File: src/rtl/q31_mux_sequencer_pkg.sv
// Shared definitions for the Q31 N-way selector and its sequencer.
package q31_mux_sequencer_pkg;

    localparam int unsigned Q31_W = 32;

    typedef enum logic [0:0] {
        ST_IDLE = 1'b0,
        ST_SCAN = 1'b1
    } state_e;

endpackage

File: src/rtl/q31_mux_sequencer_nway_select.sv
// Combinational N-way word selector; out-of-range indices clamp to the last channel.
module q31_nway_select
    import q31_mux_sequencer_pkg::*;
#(
    parameter int unsigned WIDTH  = Q31_W,
    parameter int unsigned NUM_IN = 5,
    parameter int unsigned SEL_W  = 3
) (
    input  logic [NUM_IN*WIDTH-1:0] in_bus,
    input  logic [SEL_W-1:0]        sel,
    output logic [WIDTH-1:0]        word_c,
    output logic [SEL_W-1:0]        ch_c
);

    localparam logic [SEL_W-1:0] LAST_CH = SEL_W'(NUM_IN - 1);

    always_comb begin
        ch_c   = (sel > LAST_CH) ? LAST_CH : sel;
        word_c = '0;
        for (int unsigned k = 0; k < NUM_IN; k++) begin
            if (ch_c == SEL_W'(k)) begin
                word_c = in_bus[k*WIDTH +: WIDTH];
            end
        end
    end

endmodule

File: src/rtl/q31_mux_sequencer.sv
// N-way Q31 selector with registered valid/ready output and an auto-scan mode.
module q31_mux_sequencer
    import q31_mux_sequencer_pkg::*;
#(
    parameter int unsigned WIDTH  = Q31_W,
    parameter int unsigned NUM_IN = 5,
    parameter int unsigned SEL_W  = 3
) (
    input  logic                    clock,
    input  logic                    reset,
    input  logic [NUM_IN*WIDTH-1:0] in_bus,
    input  logic [SEL_W-1:0]        sel,
    input  logic                    req,
    input  logic                    scan,
    input  logic                    abort,
    output logic [WIDTH-1:0]        out,
    output logic [SEL_W-1:0]        out_ch,
    output logic                    out_valid,
    output logic                    out_last,
    input  logic                    out_ready,
    output logic                    busy
);

    localparam logic [SEL_W-1:0] LAST_CH = SEL_W'(NUM_IN - 1);

    state_e            state_q, state_d;
    logic [SEL_W-1:0]  cnt_q, cnt_d;
    logic [WIDTH-1:0]  out_q, out_d;
    logic [SEL_W-1:0]  out_ch_q, out_ch_d;
    logic              out_valid_q, out_valid_d;
    logic              out_last_q, out_last_d;

    logic              slot_free_c;
    logic              capture_c;
    logic              cap_last_c;
    logic [SEL_W-1:0]  cap_idx_c;
    logic [WIDTH-1:0]  sel_word_c;
    logic [SEL_W-1:0]  sel_ch_c;

    assign slot_free_c = !out_valid_q || out_ready;

    q31_nway_select #(
        .WIDTH  (WIDTH),
        .NUM_IN (NUM_IN),
        .SEL_W  (SEL_W)
    ) u_select (
        .in_bus (in_bus),
        .sel    (cap_idx_c),
        .word_c (sel_word_c),
        .ch_c   (sel_ch_c)
    );

    // State and scan counter register; a reset discards any scan in flight.
    always_ff @(posedge clock or negedge reset) begin
        if (!reset) begin
            state_q <= ST_IDLE;
            cnt_q   <= '0;
        end else begin
            state_q <= state_d;
            cnt_q   <= cnt_d;
        end
    end

    // Next-state: the counter only advances on beats that actually capture.
    always_comb begin
        state_d = state_q;
        cnt_d   = cnt_q;
        unique case (state_q)
            ST_IDLE: begin
                if (scan) begin
                    state_d = ST_SCAN;
                    cnt_d   = '0;
                end
            end
            ST_SCAN: begin
                if (abort) begin
                    state_d = ST_IDLE;
                    cnt_d   = '0;
                end else if (slot_free_c) begin
                    if (cnt_q == LAST_CH) begin
                        state_d = ST_IDLE;
                        cnt_d   = '0;
                    end else begin
                        cnt_d = cnt_q + SEL_W'(1);
                    end
                end
            end
            default: begin
                state_d = ST_IDLE;
                cnt_d   = '0;
            end
        endcase
    end

    // Capture decode: scan beats select the counter, single requests select sel.
    always_comb begin
        capture_c  = 1'b0;
        cap_last_c = 1'b0;
        cap_idx_c  = sel;
        unique case (state_q)
            ST_IDLE: begin
                capture_c  = !scan && req && slot_free_c;
                cap_last_c = 1'b1;
            end
            ST_SCAN: begin
                cap_idx_c  = cnt_q;
                capture_c  = !abort && slot_free_c;
                cap_last_c = (cnt_q == LAST_CH);
            end
            default: begin
                capture_c = 1'b0;
            end
        endcase
    end

    // Output slot: load on capture, drain when free, otherwise hold.
    always_comb begin
        out_d       = out_q;
        out_ch_d    = out_ch_q;
        out_last_d  = out_last_q;
        out_valid_d = out_valid_q;
        if (capture_c) begin
            out_d       = sel_word_c;
            out_ch_d    = sel_ch_c;
            out_last_d  = cap_last_c;
            out_valid_d = 1'b1;
        end else if (slot_free_c) begin
            out_valid_d = 1'b0;
        end
    end

    always_ff @(posedge clock or negedge reset) begin
        if (!reset) begin
            out_q       <= '0;
            out_ch_q    <= '0;
            out_last_q  <= 1'b0;
            out_valid_q <= 1'b0;
        end else begin
            out_q       <= out_d;
            out_ch_q    <= out_ch_d;
            out_last_q  <= out_last_d;
            out_valid_q <= out_valid_d;
        end
    end

    assign out       = out_q;
    assign out_ch    = out_ch_q;
    assign out_last  = out_last_q;
    assign out_valid = out_valid_q;
    assign busy      = (state_q == ST_SCAN);

endmodule

File: config.mk
export PLATFORM = sky130hd
export DESIGN_NAME = q31_mux_sequencer
export DESIGN_NICKNAME = d
export VERILOG_FILES = /design/src/rtl/q31_mux_sequencer_pkg.sv /design/src/rtl/q31_mux_sequencer_nway_select.sv /design/src/rtl/q31_mux_sequencer.sv
export SDC_FILE = /design/constraint.sdc
export NUM_CORES = 1
export LEC_CHECK = 0
export CAP_MARGIN = 10
export CORE_ASPECT_RATIO = 0.5
export CORE_MARGIN = 8
export CORE_UTILIZATION = 36
export DETAILED_ROUTE_END_ITERATION = 8
export PLACE_DENSITY_LB_ADDON = 0.2
export SETUP_SLACK_MARGIN = 0.5
export SYNTH_ARGS = -nofsm -noshare
export SYNTH_HDL_FRONTEND = slang
export SYNTH_HIERARCHICAL = 1
export SYNTH_SLANG_ARGS = --single-unit
File: constraint.sdc
create_clock -name clock -period 2.22 [get_ports clock]
set_input_delay 0.333 -clock clock [delete_from_list [all_inputs] [get_ports clock]]
set_output_delay 0.333 -clock clock [all_outputs]
set_load 0.02 [all_outputs]
==> impl_metrics.json <==
{
  "slowest_stage": "dfrtp_2",
  "postCtsHoldBufs": 0,
  "crit_path_end_kind": "register",
  "first_iter_violations": 160,
  "cts_num_sinks": 41,
  "drcViolationCount": 0,
  "fin_cells": 621,
  "netlist_instances": 297,
  "wl_per_cell_microns": 20.1,
  "firstDrtPassIters": 5,
  "crit_arrival_ns": 2.08,
  "start_util": 0.372,
  "peakVddDrop_mv": 0.564,
  "p_comb_frac": 0.546,
  "relSlewSlack": 0.585,
  "syn-num-nets": 468,
  "place_congestion": 0.766,
  "worst_pin_slew_ns": 0.622,
  "p_int_mw": 2.74,
  "grt_pass1_vias": 3224,
  "synthArstFlopShare": 1.00,
  "wirelength_microns": 12500,
  "ys_seq_area_frac": 0.344,
  "drive_gt1_frac": 0.212,
  "synth_area_sq_um": 2980,
  "hold_violations": 0,
  "synth.most_common_cell": "dfrtp_1",
  "fmax_ghz": 0.525,
  "synth_compound_area_frac": 0.230,
  "required_ns": 2.39,
  "hold_path.class": "input port to async pin",
  "ys_ff_latch": 41,
  "clk_path_buf_depth": 2,
  "hold_ws_ns": 0.0560,
  "post-place-ws_ns": -0.154,
  "grt_overflow": 0,
  "clk-insertion-delay-late_ns": 0.29,
  "cts.clk_slew.worst_paths_ns": 0.07,
  "power.share.sequential": 0.273,
  "setup_viol": 0,
  "ant_nets": 0,
  "power_leakage_nw": 2.21,
  "yosys.area_share.simple": 0.0922,
  "tns_ns": 0,
  "startpoint_type": "register",
  "ys_top_cells_by_count": "dfrtp_1 (41), mux2_2 (38), mux2i_1 (34)",
  "numPortBuffers": 206,
  "tritoncts": "yes",
  "synth_top_family_by_area": "multiplexers",
  "p_sw_mw": 1.45,
  "r2r-start": "busy",
  "synth-xor-area-share": 0,
  "clock-skew-final_ns": 0.0112,
  "die_h_microns": 80.4,
  "yosys_warnings": 6,
  "rows": 23,
  "grt_max_degree": 37,
  "clock_power_share": 0.180,
  "avgSynthCellArea_sq_um": 10.0,
  "cp_num_buf_inv": 2,
  "core_sq_um": 8030,
  "grt_pass1_wl_microns": 17400,
  "status": "complete, no violations",
  "antenna_found_initial": 0,
  "cts_root_buf": "clkbuf_16",
  "final_util": 0.718,
  "powerDensity_nw_per_um2": 728,
  "yosys-top-cells-area": "dfrtp_1 (34%), mux2_2 (14%), mux2i_1 (11%), a22oi_1 (8.1%), o21a_1 (8.1%)",
  "max_stage_delay_ns": 0.46,
  "h-tree-depth": 2,
  "synthFlopType": "dfrtp_1",
  "dp.cells": 599,
  "die_area_sq_um": 11600,
  "yosys.area_share.adder": 0.00839,
  "synth_top_area_frac": 0.344,
  "cts-buffers-inserted": 5,
  "drv_slew": 0,
  "place_area_sq_um": 5150,
  "stdcell_area_sq_um": 5760,
  "die_x_microns": 145,
  "cp_cell_sequence": "mux2_4 > nor3b_4 > buf_12 > buf_12 > a22oi_1 > o21ai_1 > mux2_2",
  "switching_share": 0.346,
  "crit_start": "busy",
  "fin_ws_ns": 0.316,
  "grtUsageTotal": 0.192,
  "yosys.area.top_type": "dfrtp_1",
  "synth_edf_count": 0,
  "fin_nets": 679,
  "maxCapViolCount": 0,
  "area_growth_pct": 93.1,
  "post-route-min-period_ns": 1.90,
  "p_total_mw": 4.19,
  "cpMostUsedCell": "buf_12",
  "ios": 207,
  "ys_types": 29,
  "synth_mux_area_frac": 0.262,
  "crit_family": "multiplexers",
  "dpl.hpwl_microns": 8630,
  "vias_per_cell": 5.09,
  "antennaDiodeCount": 0,
  "rsz0062_at_grt": "yes",
  "worstPathMaxFanout": 8,
  "path_class": "register to register",
  "num_vias": 3160,
  "finalCritPeriodShare": 0.858
}
[area by class of cell]
type | instances | area, sq um
clock inverter | 2 | 13.8
fill | 620 | 2270
clock buffer | 6 | 139
inverter | 4 | 15.0
timing repair buffer | 233 | 2500
tap | 112 | 140
multi-input combinational | 223 | 1930
sequential | 41 | 1030
[power groups by stage]
stage	Sequential (mW)	Clock (mW)	Combinational, mW
global placement	1.15	0	2.04
CTS	1.15	0.769	2.19
detailed placement	1.16	0	2.06
finish	1.15	0.755	2.29
floorplan	1.48	0	0.721
global route	1.18	0.814	2.42
[final timing paths]
| path | to | slack, ns | cells past startpoint |
|---|---|---|---|
| setup / recovery | out[3] | 0.32 | 7 |
| hold / removal | out_last | 0.06 | 1 |
| setup reg to reg | out[3] | 0.32 | 7 |
| hold reg to reg | out[4] | 0.50 | 1 |
| max in group asynchronous | out[18] | 1.57 | 2 |
| min in group clock | out[4] | 0.50 | 1 |
[registers in the layout, summed over array words and instances (netlist names)]
| signal | cells |
|---|---|
| out | 32 |
| out_ch | 3 |
| out_valid | 1 |
| out_last | 1 |
| cnt_q | 3 |
| busy | 1 |
[logic make-up after synthesis]
logic type,count (synthesis)
AOI/OAI and AO/OA,101
adders and majority gates,2
buffers and inverters,33
DFF,41
muxes,73
and+or+nand+nor,47
[layer usage]
| layer | vias up | global-route usage | share of wire |
|---|---|---|---|
| li1 | 1548 | - | - |
| met1 | 1503 | 0.226 | 0.42 |
| met2 | 97 | 0.346 | 0.51 |
| met3 | 12 | 0.0538 | 0.067 |
| met4 | 0 | 0.0350 | 0.013 |
| met5 | - | 0 | 0 |
[worst reg2reg max path: stages, from the launching register on]
cell     delay, ns
dfrtp_2       0.46
mux2_4        0.32
nor3b_4       0.16
buf_12        0.14
buf_12        0.15
a22oi_1       0.16
o21ai_1       0.12
mux2_2        0.28
[cells in the final DEF (no fill, tap or decap), types with 2 or more instances in the layout]
cell type,netlist,layout
nor2b_1,3,3
nand2_1,2,2
dfrtp_1,41,40
clkbuf_16,0,8
mux2_2,38,35
buf_4,0,7
nor3b_4,1,2
buf_16,0,3
buf_12,0,8
inv_1,4,4
mux2_4,1,4
a22oi_2,0,26
mux2i_1,34,34
o21ai_2,0,2
o21a_1,32,32
nand2b_1,2,2
a22oi_1,32,6
o21ai_1,32,30
nand3_1,33,33
ha_1,2,2
buf_6,7,5
clkdlybuf4s50_1,0,204
[repair_timing]
| item | CTS | global route |
|---|---|---|
| endpoints found under the setup margin | 34 | 36 |
| setup buffers | 6 | 1 |
| cloned | 2 | 5 |
| pin swaps | 1 | 1 |
| gates resized for setup | 26 | 24 |
(Power assumes the default switching activity.)
